$ cat src/rtl/lampFPU_pkg.sv
// lampFPU_pkg: shared constants and types for the LAMP float square-root control block.
package lampFPU_pkg;

  localparam int unsigned LAMP_FLOAT_DW   = 16;
  localparam int unsigned LAMP_FLOAT_E_DW = 8;
  localparam int unsigned LAMP_FLOAT_F_DW = 7;

  localparam int          BIAS        = 127;
  localparam int unsigned CORE_RES_DW = 2 * (1 + LAMP_FLOAT_F_DW);
  localparam int unsigned EXP_W       = LAMP_FLOAT_E_DW + 2;

  localparam logic [LAMP_FLOAT_DW-1:0] LAMP_QNAN = 16'h7FC0;
  localparam logic [LAMP_FLOAT_DW-1:0] LAMP_INF  = 16'h7F80;

  typedef enum logic [2:0] {
    ST_IDLE,
    ST_ISSUE,
    ST_WAIT,
    ST_ROUND,
    ST_DONE
  } sqrt_state_t;

  typedef enum logic [2:0] {
    CLS_ZERO,
    CLS_DENORM,
    CLS_NORM,
    CLS_INF,
    CLS_NAN
  } op_class_t;

  // Operand class from the raw exponent and fraction fields.
  function automatic op_class_t classify(input logic [LAMP_FLOAT_E_DW-1:0] e,
                                         input logic [LAMP_FLOAT_F_DW-1:0] f);
    if (e == '0)      return (f == '0) ? CLS_ZERO : CLS_DENORM;
    else if (e == '1) return (f == '0) ? CLS_INF  : CLS_NAN;
    else              return CLS_NORM;
  endfunction

endpackage

$ cat src/rtl/fp_sqrt_lzc.sv
// fp_sqrt_lzc: 7-bit combinational leading-zero counter used to normalise
// denormal operands. Only present when FP_SQRT_DENORM_EN is defined.
`ifdef FP_SQRT_DENORM_EN
module fp_sqrt_lzc (
  input  logic [6:0] val_i,
  output logic [2:0] lz_o
);

  // Highest set bit wins; an all-zero input reports 7.
  always_comb begin
    lz_o = 3'd7;
    for (int unsigned i = 0; i < 7; i++) begin
      if (val_i[i]) lz_o = 3'(6 - i);
    end
  end

endmodule
`endif

$ cat src/rtl/fp_sqrt_ctrl.sv
// fp_sqrt_ctrl: unpack/classify a LAMP float operand, issue one job to the
// iterative significand sqrt core, then normalise, round (RNE) and pack.
// Optional feature: FP_SQRT_DENORM_EN (normalise denormal operands instead of
// flushing them to signed zero).
module fp_sqrt_ctrl
  import lampFPU_pkg::*;
(
  input  logic                   clk,
  input  logic                   rst,
  input  logic                   valid_i,
  output logic                   ready_o,
  input  logic [15:0]            op_i,
  input  logic                   invSqrt_i,
  output logic                   valid_o,
  input  logic                   ready_i,
  output logic [15:0]            res_o,
  output logic                   invalid_o,
  output logic                   divzero_o,
  output logic                   core_doSqrt_o,
  output logic [7:0]             core_s_o,
  output logic                   core_odd_o,
  output logic                   core_inv_o,
  output logic                   core_spec_o,
  input  logic                   core_valid_i,
  input  logic [CORE_RES_DW-1:0] core_res_i
);

  sqrt_state_t             state_q, state_d;
  logic                    inv_q, inv_d;
  logic [7:0]              s_q, s_d;
  logic                    odd_q, odd_d;
  logic signed [EXP_W-1:0] k_q, k_d;
  logic                    spec_q, spec_d;
  logic [15:0]             sres_q, sres_d;
  logic                    sinv_q, sinv_d;
  logic                    sdz_q, sdz_d;
  logic [CORE_RES_DW-1:0]  r_q, r_d;
  logic [15:0]             res_q, res_d;
  logic                    invalid_q, invalid_d;
  logic                    divzero_q, divzero_d;

  logic                    fe_sign;
  logic [7:0]              fe_exp;
  logic [6:0]              fe_frac;
  op_class_t               fe_cls;
  logic                    fe_zero;
  logic                    fe_spec;
  logic [15:0]             fe_sres;
  logic                    fe_invalid;
  logic                    fe_dz;
  logic [7:0]              fe_s;
  logic signed [EXP_W-1:0] fe_e;

  logic [CORE_RES_DW-1:0]  rnd_r;
  logic signed [EXP_W-1:0] rnd_e;
  logic                    rnd_inc;
  logic [6:0]              rnd_frac;
  logic [15:0]             rnd_res;

  assign fe_sign = op_i[15];
  assign fe_exp  = op_i[14:7];
  assign fe_frac = op_i[6:0];

`ifdef FP_SQRT_DENORM_EN
  logic [2:0] fe_lz;

  fp_sqrt_lzc u_lzc (
    .val_i (fe_frac),
    .lz_o  (fe_lz)
  );
`endif

  // Operand unpack: classify, split exponent, build special-case result.
  always_comb begin
    fe_cls     = classify(fe_exp, fe_frac);
    fe_s       = {1'b1, fe_frac};
    fe_e       = $signed({2'b00, fe_exp}) - EXP_W'(BIAS);
`ifdef FP_SQRT_DENORM_EN
    // Denormal: shift the leading one into the hidden position, E = -126-(lz+1).
    if (fe_cls == CLS_DENORM) begin
      fe_s = {1'b0, fe_frac} << (fe_lz + 3'd1);
      fe_e = EXP_W'(-127) - $signed({7'd0, fe_lz});
    end
    fe_zero = (fe_cls == CLS_ZERO);
`else
    fe_zero = (fe_cls == CLS_ZERO) || (fe_cls == CLS_DENORM);
`endif
    fe_spec    = 1'b1;
    fe_sres    = '0;
    fe_invalid = 1'b0;
    fe_dz      = 1'b0;
    if (fe_cls == CLS_NAN) begin
      fe_sres    = LAMP_QNAN;
      fe_invalid = 1'b1;
    end else if (fe_zero) begin
      fe_sres = invSqrt_i ? {fe_sign, LAMP_INF[14:0]} : {fe_sign, 15'd0};
      fe_dz   = invSqrt_i;
    end else if (fe_sign) begin
      fe_sres    = LAMP_QNAN;
      fe_invalid = 1'b1;
    end else if (fe_cls == CLS_INF) begin
      fe_sres = invSqrt_i ? 16'h0000 : LAMP_INF;
    end else begin
      fe_spec = 1'b0;
    end
    if (fe_spec) begin
      fe_s = '0;
      fe_e = '0;
    end
  end

  // Normalise the core result, apply RNE on bits [7:0], form the packed result.
  always_comb begin
    rnd_r = r_q;
    rnd_e = inv_q ? -k_q : k_q;
    if (!rnd_r[15]) begin
      rnd_r = rnd_r << 1;
      rnd_e = rnd_e - EXP_W'(1);
    end
    rnd_inc = rnd_r[7] & ((|rnd_r[6:0]) | rnd_r[8]);
    // Hidden bit is 1 after normalisation, so a carry out of the 7-bit
    // fraction wraps it to zero and bumps the exponent.
    rnd_frac = rnd_r[14:8] + {6'd0, rnd_inc};
    if (rnd_inc && (&rnd_r[14:8])) rnd_e = rnd_e + EXP_W'(1);
    rnd_res = {1'b0, 8'(rnd_e + EXP_W'(BIAS)), rnd_frac};
  end

  // FSM next state, datapath captures and handshake outputs.
  always_comb begin
    state_d       = state_q;
    inv_d         = inv_q;
    s_d           = s_q;
    odd_d         = odd_q;
    k_d           = k_q;
    spec_d        = spec_q;
    sres_d        = sres_q;
    sinv_d        = sinv_q;
    sdz_d         = sdz_q;
    r_d           = r_q;
    res_d         = res_q;
    invalid_d     = invalid_q;
    divzero_d     = divzero_q;
    ready_o       = 1'b0;
    valid_o       = 1'b0;
    core_doSqrt_o = 1'b0;
    unique case (state_q)
      ST_IDLE: begin
        ready_o = 1'b1;
        if (valid_i) begin
          inv_d   = invSqrt_i;
          s_d     = fe_s;
          odd_d   = fe_e[0];
          k_d     = fe_e >>> 1;
          spec_d  = fe_spec;
          sres_d  = fe_sres;
          sinv_d  = fe_invalid;
          sdz_d   = fe_dz;
          state_d = ST_ISSUE;
        end
      end
      ST_ISSUE: begin
        core_doSqrt_o = 1'b1;
        state_d       = ST_WAIT;
      end
      ST_WAIT: begin
        if (spec_q) begin
          state_d = ST_ROUND;
        end else if (core_valid_i) begin
          r_d     = core_res_i;
          state_d = ST_ROUND;
        end
      end
      ST_ROUND: begin
        if (spec_q) begin
          res_d     = sres_q;
          invalid_d = sinv_q;
          divzero_d = sdz_q;
        end else begin
          res_d     = rnd_res;
          invalid_d = 1'b0;
          divzero_d = 1'b0;
        end
        state_d = ST_DONE;
      end
      ST_DONE: begin
        valid_o = 1'b1;
        if (ready_i) state_d = ST_IDLE;
      end
      default: state_d = ST_IDLE;
    endcase
  end

  // State and datapath registers; reset aborts any job in flight.
  always_ff @(posedge clk or negedge rst) begin
    if (!rst) begin
      state_q   <= ST_IDLE;
      inv_q     <= 1'b0;
      s_q       <= '0;
      odd_q     <= 1'b0;
      k_q       <= '0;
      spec_q    <= 1'b0;
      sres_q    <= '0;
      sinv_q    <= 1'b0;
      sdz_q     <= 1'b0;
      r_q       <= '0;
      res_q     <= '0;
      invalid_q <= 1'b0;
      divzero_q <= 1'b0;
    end else begin
      state_q   <= state_d;
      inv_q     <= inv_d;
      s_q       <= s_d;
      odd_q     <= odd_d;
      k_q       <= k_d;
      spec_q    <= spec_d;
      sres_q    <= sres_d;
      sinv_q    <= sinv_d;
      sdz_q     <= sdz_d;
      r_q       <= r_d;
      res_q     <= res_d;
      invalid_q <= invalid_d;
      divzero_q <= divzero_d;
    end
  end

  assign res_o       = res_q;
  assign invalid_o   = invalid_q;
  assign divzero_o   = divzero_q;
  assign core_s_o    = s_q;
  assign core_odd_o  = odd_q;
  assign core_inv_o  = inv_q;
  assign core_spec_o = spec_q;

endmodule
$ cat config.mk
export PLATFORM = sky130hd
export DESIGN_NAME = fp_sqrt_ctrl
export DESIGN_NICKNAME = d
export VERILOG_FILES = /design/src/rtl/lampFPU_pkg.sv /design/src/rtl/fp_sqrt_lzc.sv /design/src/rtl/fp_sqrt_ctrl.sv
export SDC_FILE = /design/constraint.sdc
export NUM_CORES = 1
export LEC_CHECK = 0
export ABC_AREA = 1
export CORE_ASPECT_RATIO = 0.6
export CORE_MARGIN = 2
export CORE_UTILIZATION = 24
export DETAILED_ROUTE_END_ITERATION = 6
export HOLD_SLACK_MARGIN = 0.12
export SETUP_SLACK_MARGIN = 0.4
export SYNTH_ARGS = -nofsm -noshare
export SYNTH_HDL_FRONTEND = slang
export SYNTH_HIERARCHICAL = 1
export SYNTH_SLANG_ARGS = --single-unit
$ cat constraint.sdc
create_clock -name clk -period 3.13 [get_ports clk]
set_input_delay 0.626 -clock clk [delete_from_list [all_inputs] [get_ports clk]]
set_output_delay 0.626 -clock clk [all_outputs]
set_load 0.02 [all_outputs]
* After elaboration in Yosys (flattened, before gate mapping)
Cells that the tools add are included.
** Word-level totals
- Input bits :: 38
- Bits in registers :: 74
- Output and inout bits :: 32
** Cells by class
- $add $sub $neg :: 6
- Equal/unequal tests :: 11
- Bitwise gates (word level) :: 3
- Muxes and demuxes :: 36
- Reductions and logical operators :: 11
** Operators by type and width (number)
- $mux W15 :: 5
- $mux W16 :: 3
- $mux W8 :: 4
- $mux W3 :: 7
- $mux W1 :: 15
- $pmux W3 S5 :: 1
- $eq A3 B2 Y1 const B :: 3
- $mux W9 :: 1
- $sub A8 B7 Y9 const B :: 1
- $add A8 B2 Y8 const B :: 1
- $add A8 B8 Y8 const B :: 1
- $eq A8 B8 Y1 const B :: 1
- $logic_not A8 Y1 :: 1
- $neg A8 Y8 :: 1
- $sub A8 B2 Y8 const B :: 1
- $add A7 B1 Y7 :: 1
- $logic_not A7 Y1 :: 1
- $reduce_and A7 Y1 :: 1
- $reduce_or A7 Y1 :: 1
- $eq A3 B1 Y1 const B :: 2
- $eq A3 B3 Y1 const B :: 2
- $logic_not A3 Y1 :: 2
- $reduce_and A3 Y1 :: 2
- $ne A2 B2 Y1 const B :: 2
- 7 further kinds :: 7

* Depth between registers and ports, before layout
Gate-level depths: netlist (run 1).
- Depth after elaboration :: 10
- Depth in mapped cells :: 21
- Depth with buffers taken out :: 21

* Worst setup path after synthesis (run 1)
No wires, ideal clock.
- Path kind :: register to register
- Start :: register k_q[0]
- End :: register res_q[11], in the netlist res_o[11]
- Data arrival time :: 2.470 ns
- Period minus slack after synthesis :: 2.604 ns
- Cell stages (with the launch flop) :: 17
- Slack :: 0.526 ns
- Cell sequence :: dfrtp_1 > inv_1 > ha_1 > nand2_1 > nand2_1 > inv_1 > ha_1 > o21ai_1 > ha_1 > o21ai_2 > ha_1 > inv_1 > a21oi_1 > nand2_1 > xor2_1 > nand2_1 > nand3_1
** Between the ends
- Cells in the longest elaborated chain, start to end :: 8
** RTL lines
- start, declared :: line fp_sqrt_ctrl.sv:32 : logic signed [EXP_W-1:0] k_q, k_d;
- start signal, assigned :: line fp_sqrt_ctrl.sv:214 : k_q <= k_d;
- $neg A8 Y8 :: line fp_sqrt_ctrl.sv:115 : rnd_e = inv_q ? -k_q : k_q;
- $mux W8 * :: line fp_sqrt_ctrl.sv:115
- $sub A8 B2 Y8 :: line fp_sqrt_ctrl.sv:118 : rnd_e = rnd_e - EXP_W'(1);
- $mux W8 * :: line fp_sqrt_ctrl.sv:116 : if (!rnd_r[15]) begin
- $add A8 B2 Y8 :: line fp_sqrt_ctrl.sv:124 : if (rnd_inc && (&rnd_r[14:8])) rnd_e = rnd_e + EXP_W'(1);
- $mux W8 * :: line fp_sqrt_ctrl.sv:124
- $add A8 B8 Y8 * :: line fp_sqrt_ctrl.sv:125 : rnd_res = {1'b0, 8'(rnd_e + EXP_W'(BIAS)), rnd_frac};
- $mux W16 * :: line fp_sqrt_ctrl.sv:174 : if (spec_q) begin
- end signal, assigned :: line fp_sqrt_ctrl.sv:220 : res_q <= res_d;
- end, declared :: line fp_sqrt_ctrl.sv:38 : logic [15:0] res_q, res_d;
Mark *: on every way between the ends. The rest lies on a longest branch, timed or not.
A chain may end at the register's enable or synchronous reset.

* Final worst setup path (run 1)
- Start :: register k_q[0]
- End :: register res_q[13], in the netlist res_o[13]
Same word-level chain as after synthesis.

==> reports/metrics.yaml, run 1 <==
slew_headroom_pct: 29.0
n_antenna_cell: 0
fin_area_um2: 4940
via_per_inst: 4.29
r2r_start: "k_q[0]"
cts.sink_count: 60
async_flop_share_pct: 100
pin_count: 70
worst_pin_slew_ps: 1060
finalWorstSetupSlack_ps: 553
fin_crit_sh_pct: 82.3
cts_tree: "yes"
seq_area_frac_synth_pct: 42.3
max-vdd-ir-drop_uv: 394
numPortBuffers: 69
insertion_delay_ps: 330
drt-total-wl_um: 9280
layoutNonFillerInstCount: 747
skew_ps: 5.43
placed_cell_area_um2: 4460
slew_viol_final: 0
critPathKind: "reg2reg"
grt_pass1_wl_um: 15600
rr_worst_depth: 17
rsz0062_at_grt: "false"
synth_area_um2: 3550
syn_nets: 507
crit_chain: "inv_2 > ha_1 > nand2_1 > nand2_2 > inv_2 > ha_4 > o21ai_4 > ha_4 > o21ai_2 > ha_2 > inv_1 > a21oi_2 > buf_4 > nand3_1 > nand2_1 > nand3_1 > nand2_1"
dp_hpwl_um: 7010
crit_path_frequent_cell: "nand2_1"
tns_ps: 0
design_power_total_mw: 5.99
ys_seq_elements: 60
htreeDepth: 3
slowest_delay_ps: 380
slowest_stage: "dfrtp_1"
power.leakage_nw: 2.30
ys_top_cells_by_area: "dfrtp_1 42%, nand2_1 14%, inv_1 6.6%"
path_max_fanout: 5
pre_cts_slack_ps: 156
cts_buffers: 9
grt_pass1_vias: 3310
area_growth_pct: 39.4
first_pass_iters: 5
placed_cells: 721
gr-total-overflow: 0
place.gp.congestion: 0.822
worst_setup_path_start_kind: "register"
grt_max_degree: 47
worstPathRequired_ps: 3400
nets: 591
gr-usage-met3_pct: 4.29
finalCriticalPeriod_ps: 2580
fin_util_pct: 34.2
die_area_um2: 15800
fp.dieW_um: 161
max_freq_mhz: 388
drv_cap: 0
gr-usage-all-layers_pct: 12.3
drt_iter0_drc: 173
core_um2: 14500
final-hold-violation-count: 0
clk_pin_slew_worst_paths_ps: 50
gr-usage-met1_pct: 16.9
cts.path.max_buffers: 2
die_h_um: 98.2
powerDensity_nw_per_um2: 1210
num_rows: 34
synth_edf_count: 0
crit_arrival_ps: 2850
r2r_slack_ps: 550
ys_warn_count: 6
yosysTopAreaCell: "dfrtp_1"
drc: 0
hold_slack_ps: 484
drive_gt1_share_pct: 15.1
antenna_left: 0
wl_per_cell_um: 12.4
outcome: "complete, no violations"
initial_core_util_pct: 24.5
min_path_type: "in2async"
endpoint_kind: "register"
clock-root-buffer: "clkbuf_16"
vias: 3203
synth_top_area_share_pct: 42.3
ys.flop_type: "dfrtp_1"
met2_usage_pct: 18.2
antenna_found_initial: 0
setup_viol: 0
post_synth_inst_count: 460
rr_endpoint: "res_o[13]"
avgSynthCellArea_um2: 7.71
synth_cell_types: 45
gr-max-usage-layer: "met2"
[synth_stat cells (2+ instances only)]
| cell | count |
|---|---|
| a21oi_1 | 15 |
| a22o_1 | 2 |
| a32o_1 | 4 |
| clkbuf_1 | 8 |
| clkinv_1 | 2 |
| dfrtp_1 | 60 |
| ha_1 | 9 |
| inv_1 | 62 |
| inv_2 | 2 |
| mux2_2 | 8 |
| nand2_1 | 129 |
| nand2_2 | 3 |
| nand3_1 | 32 |
| nand3_2 | 2 |
| nand4_1 | 5 |
| nor2_1 | 36 |
| nor2_2 | 3 |
| nor2_4 | 3 |
| nor3_1 | 4 |
| nor4_1 | 6 |
| o211ai_1 | 4 |
| o21ai_0 | 18 |
| o21ai_1 | 2 |
| o21ai_2 | 5 |
| o22ai_1 | 6 |
| o31ai_1 | 3 |
| or2_2 | 2 |
| xnor2_1 | 4 |
| xor2_1 | 5 |
[worst max-delay path by stage]
| stage | from | end | slack, ps |
|---|---|---|---|
| after floorplan | k_q[0] | res_o[11] | 530 |
| after global placement | op_i[7] | k_q[6] | 260 |
| after detailed placement | k_q[0] | res_o[11] | 160 |
| after CTS | k_q[1] | res_o[11] | 410 |
| after global routing | k_q[0] | res_o[14] | 380 |
| final | k_q[0] | res_o[13] | 550 |
[cells by family (layout without fill, tap and decap cells)]
group / after synthesis / after routing / share of synthesized area, %
DFF: 60 / 60 / 42.3
and+or+nand+nor: 228 / 228 / 28.2
buffers and inverters: 79 / 168 / 9.10
adders and majority gates: 9 / 9 / 3.17
muxes: 8 / 8 / 2.54
xor gates and xnor gates: 10 / 10 / 2.68
AOI/OAI and AO/OA: 66 / 66 / 12.0
[registers in the layout, summed over array words and instances, names as in the netlist]
| signal | cells |
|---|---|
| core_inv_o | 1 |
| core_odd_o | 1 |
| core_s_o | 8 |
| core_spec_o | 1 |
| divzero_o | 1 |
| invalid_o | 1 |
| k_q | 8 |
| r_q | 16 |
| res_o | 16 |
| sdz_q | 1 |
| sinv_q | 1 |
| sres_q | 2 |
| state_q | 3 |
[worst max-delay path, delay by kind of cell, from the launching register on]
family	cells	cell delay [ps]
buffers and inverters	4	350
adders and majority gates	4	850
DFF	1	380
AOI/OAI and AO/OA	3	470
and+or+nand+nor	6	460
[power by group]
part | leakage (nW) | internal (mW) | switching (mW)
sequential | 0.742 | 1.13 | 0.279
clock | 0.162 | 0.717 | 0.357
combinational | 1.40 | 1.46 | 2.05
total | 2.30 | 3.30 | 2.69
[layout by cell type, fill, tap and decap left out, types with 4 or more instances in the layout]
cell / count
a21oi_1: 13
xor2_1: 5
ha_1: 6
nand3_1: 32
o22ai_1: 6
xnor2_1: 4
o21ai_0: 17
clkbuf_16: 9
nor3_1: 4
nor2_1: 36
a32o_1: 4
nand4_1: 5
inv_2: 5
buf_4: 16
nor4_1: 6
nand2_1: 124
nand2_2: 8
inv_1: 59
o211ai_1: 4
o21ai_2: 5
mux2_2: 8
dfrtp_1: 58
clkdlybuf4s50_1: 68
[layout make-up]
cell class	count	area (µm²)
inverters	67	254
clock buffers	10	239
fillers	1533	9520
flip-flops and latches	60	1510
repair buffers	85	806
multi-input cells	321	1800
well taps	198	248
clock inverters	6	87.6
[timing repair]
item	4_1_cts	5_1_grt
setup endpoints to repair	5	7
gates cloned	0	0
buffers inserted	3	7
endpoints found under the hold margin	0	0
gates resized for setup	3	19
hold buffers	0	0
pin swaps	0	6
[metal layers]
metal | up-vias | part of all wire (%)
li1 | 1672 | -
met4 | 0 | 1.3
met5 | - | 0
met3 | 11 | 6.2
met2 | 67 | 42
met1 | 1453 | 51
Note: power is estimated with default switching activity, not from simulation.
==> run 2: changes to the inputs <==
==> constraint.sdc (replaced) <==
create_clock -name clk -period 2.5 [get_ports clk]
set_input_delay 0.5 -clock clk [delete_from_list [all_inputs] [get_ports clk]]
set_output_delay 0.5 -clock clk [all_outputs]
set_load 0.02 [all_outputs]
==> run 2 against run 1 <==
  * Power increased by 38%
  * Largest power group unchanged
  * Critical path type unchanged
  * Register-to-register slack worse by 480 ps
  * Non-clock buffer count is 20 higher
==> reports/metrics.yaml, run 2 (synthesis results as in run 1) <==
placed_cells: 743  # was 721
power.leakage_nw: 2.45  # was 2.30 nW
crit_arrival_ps: 2650  # was 2850 ps
core_um2: 14500  # unchanged
finalCriticalPeriod_ps: 2430  # was 2580 ps
setup_viol: 0  # unchanged
grt_max_degree: 42  # was 47
drive_gt1_share_pct: 25.5  # was 15.1%
worstPathRequired_ps: 2720  # was 3400 ps
drc: 0  # unchanged
hold_slack_ps: 137  # was 484 ps
cts_tree: "yes"  # unchanged
htreeDepth: 3  # unchanged
drt_iter0_drc: 143  # was 173
outcome: "complete, no violations"  # unchanged
skew_ps: 7.93  # was 5.43 ps
cts.sink_count: 60  # unchanged
rr_worst_depth: 17  # unchanged
clock-root-buffer: "clkbuf_16"  # unchanged
clk_pin_slew_worst_paths_ps: 60  # was 50 ps
dp_hpwl_um: 7300  # was 7010 µm
r2r_start: "k_q[1]"  # was k_q[0]
critPathKind: "reg2reg"  # unchanged
fin_crit_sh_pct: 97.2  # was 82.3%
wl_per_cell_um: 12.8  # was 12.4 µm
final_common_cell: "nand2_1"  # unchanged
vias: 3409  # was 3203
max_freq_mhz: 412  # was 388 MHz
via_per_inst: 4.44  # was 4.29
endpoint_kind: "register"  # unchanged
worst_pin_slew_ps: 499  # was 1060 ps
rsz0062_at_grt: "true"  # was false
place.gp.congestion: 0.850  # was 0.822
r2r_slack_ps: 70  # was 550 ps
drv_cap: 0  # unchanged
path_max_fanout: 3  # was 5
cts_buffers: 9  # unchanged
final_cell_mix: "108 x nand2_1, 64 x clkdlybuf4s50_1, 58 x dfrtp_1"  # was 124 x nand2_1, 68 x clkdlybuf4s50_1, 59 x inv_1
grt_pass1_vias: 3208  # was 3310
initial_core_util_pct: 24.5  # unchanged
area_growth_pct: 50.4  # was 39.4%
n_antenna_cell: 0  # unchanged
slowest_stage: "dfrtp_1"  # unchanged
slew_viol_final: 0  # unchanged
final-hold-violation-count: 0  # unchanged
grt_pass1_wl_um: 15700  # was 15600 µm
min_path_type: "in2async"  # unchanged
die_h_um: 98.2  # unchanged
die_area_um2: 15800  # unchanged
cts.hold.buffers_added: 0  # unchanged
slew_headroom_pct: 66.7  # was 29.0%
antenna_left: 0  # unchanged
max-vdd-ir-drop_uv: 518  # was 394 µV
worst_setup_path_start_kind: "register"  # unchanged
fp.dieW_um: 161  # unchanged
first_pass_iters: 4  # was 5
num_rows: 34  # unchanged
crit_chain: "inv_2 > ha_4 > nand2_2 > nand2_2 > inv_2 > ha_4 > o21ai_4 > ha_4 > o21ai_4 > buf_4 > nand2_2 > nor2_4 > nand3_2 > nor2_1 > nand2_1 > nand3_1 > nand2_1"  # was inv_2 > ha_1 > nand2_1 > nand2_2 > inv_2 > ha_4 > o21ai_4 > ha_4 > o21ai_2 > ha_2 > inv_1 > a21oi_2 > buf_4 > nand3_1 > nand2_1 > nand3_1 > nand2_1
pin_count: 70  # unchanged
gr-total-overflow: 0  # unchanged
powerDensity_nw_per_um2: 1550  # was 1210 nW/µm²
cts.path.max_buffers: 2  # unchanged
slowest_delay_ps: 360  # was 380 ps
layoutNonFillerInstCount: 767  # was 747
rr_endpoint: "res_o[14]"  # was res_o[13]
numPortBuffers: 69  # unchanged
drt-total-wl_um: 9810  # was 9280 µm
insertion_delay_ps: 330  # about the same
gr-usage-all-layers_pct: 12.4  # was 12.3%
nets: 611  # was 591
antenna_found_initial: 0  # unchanged
-- run 2: cell types whose count changed in the layout (fill, tap and decap cells not counted), sizes merged --
cell           delta
buf              +20
clkdlybuf4s50     -4
dlygate4sd2       +2
inv               +2
bufinv            -1
dlymetal6s2s      +1
-- run 2: report_power, final --
| group | internal [mW] | switching (mW) |
|---|---|---|
| clock | 0.778 | 0.476 |
| combinational | 2.25 | 3.04 |
| sequential | 1.40 | 0.296 |
-- run 2: critical path, delay by kind of cell, from the launching register on --
family          cells  cell delay (ps)
fa+ha+maj           3              700
compound gates      2              340
simple gates        9              670
buf+inv             3              250
flops               1              360
-- run 2: area by class of cell --
class                   instances  area (µm²)
flip-flops and latches         60        1500
repair buffers                105         980
clock buffers                   9         225
well taps                     198         248
fillers                      1511        9130
multi-input cells             321        2050
inverters                      67         256
clock inverters                 7        75.1
-- run 2: stage by stage --
stage	total power, mW	util (%)	area [µm²]	worst slack, ps	setup TNS, ps
after floorplan	4.54	-	3550	23.7	0
after CTS	7.68	35.4	5120	56.1	0
after global routing	8.97	36.9	5330	-90.2	-256
after detailed placement	5.97	32.2	4650	-101	-210
final	8.24	36.9	5330	70.9	0
after global placement	5.87	32.2	4650	-10.7	-10.7
-- run 2: worst max path at each step --
stage            from   endpoint  slack [ps]
2_1_floorplan  k_q[0]  res_o[11]          20
3_3_place_gp   k_q[0]  res_o[11]         -10
3_5_place_dp   k_q[1]  res_o[11]        -100
4_1_cts        k_q[1]  res_o[11]          60
5_1_grt        k_q[1]  res_o[14]         -90
6_report       k_q[1]  res_o[14]          70
-- run 2: timing repair --
action | in CTS | in global routing
setup buffers | 5 | 3
setup endpoints to repair | 13 | 31
gates resized for setup | 33 | 53
pin swaps | 17 | 19
-- run 2: routing by layer --
metal  track usage [%]  routed length [µm]
met5                 0                   0
met4              2.68                  25
met3              4.42                 553
met2              18.2                4390
met1              17.6                4840
==> run 3: changes to the inputs <==
--- a/config.mk
+++ b/config.mk
@@ -12,6 +12,7 @@
 export DETAILED_ROUTE_END_ITERATION = 6
 export HOLD_SLACK_MARGIN = 0.12
 export SETUP_SLACK_MARGIN = 0.4
+export SLEW_MARGIN = 20
 export SYNTH_ARGS = -nofsm -noshare
 export SYNTH_HDL_FRONTEND = slang
 export SYNTH_HIERARCHICAL = 1
==> results of run 3 <==
Same layout as run 2: the final DEF is identical, and so are final timing and power.
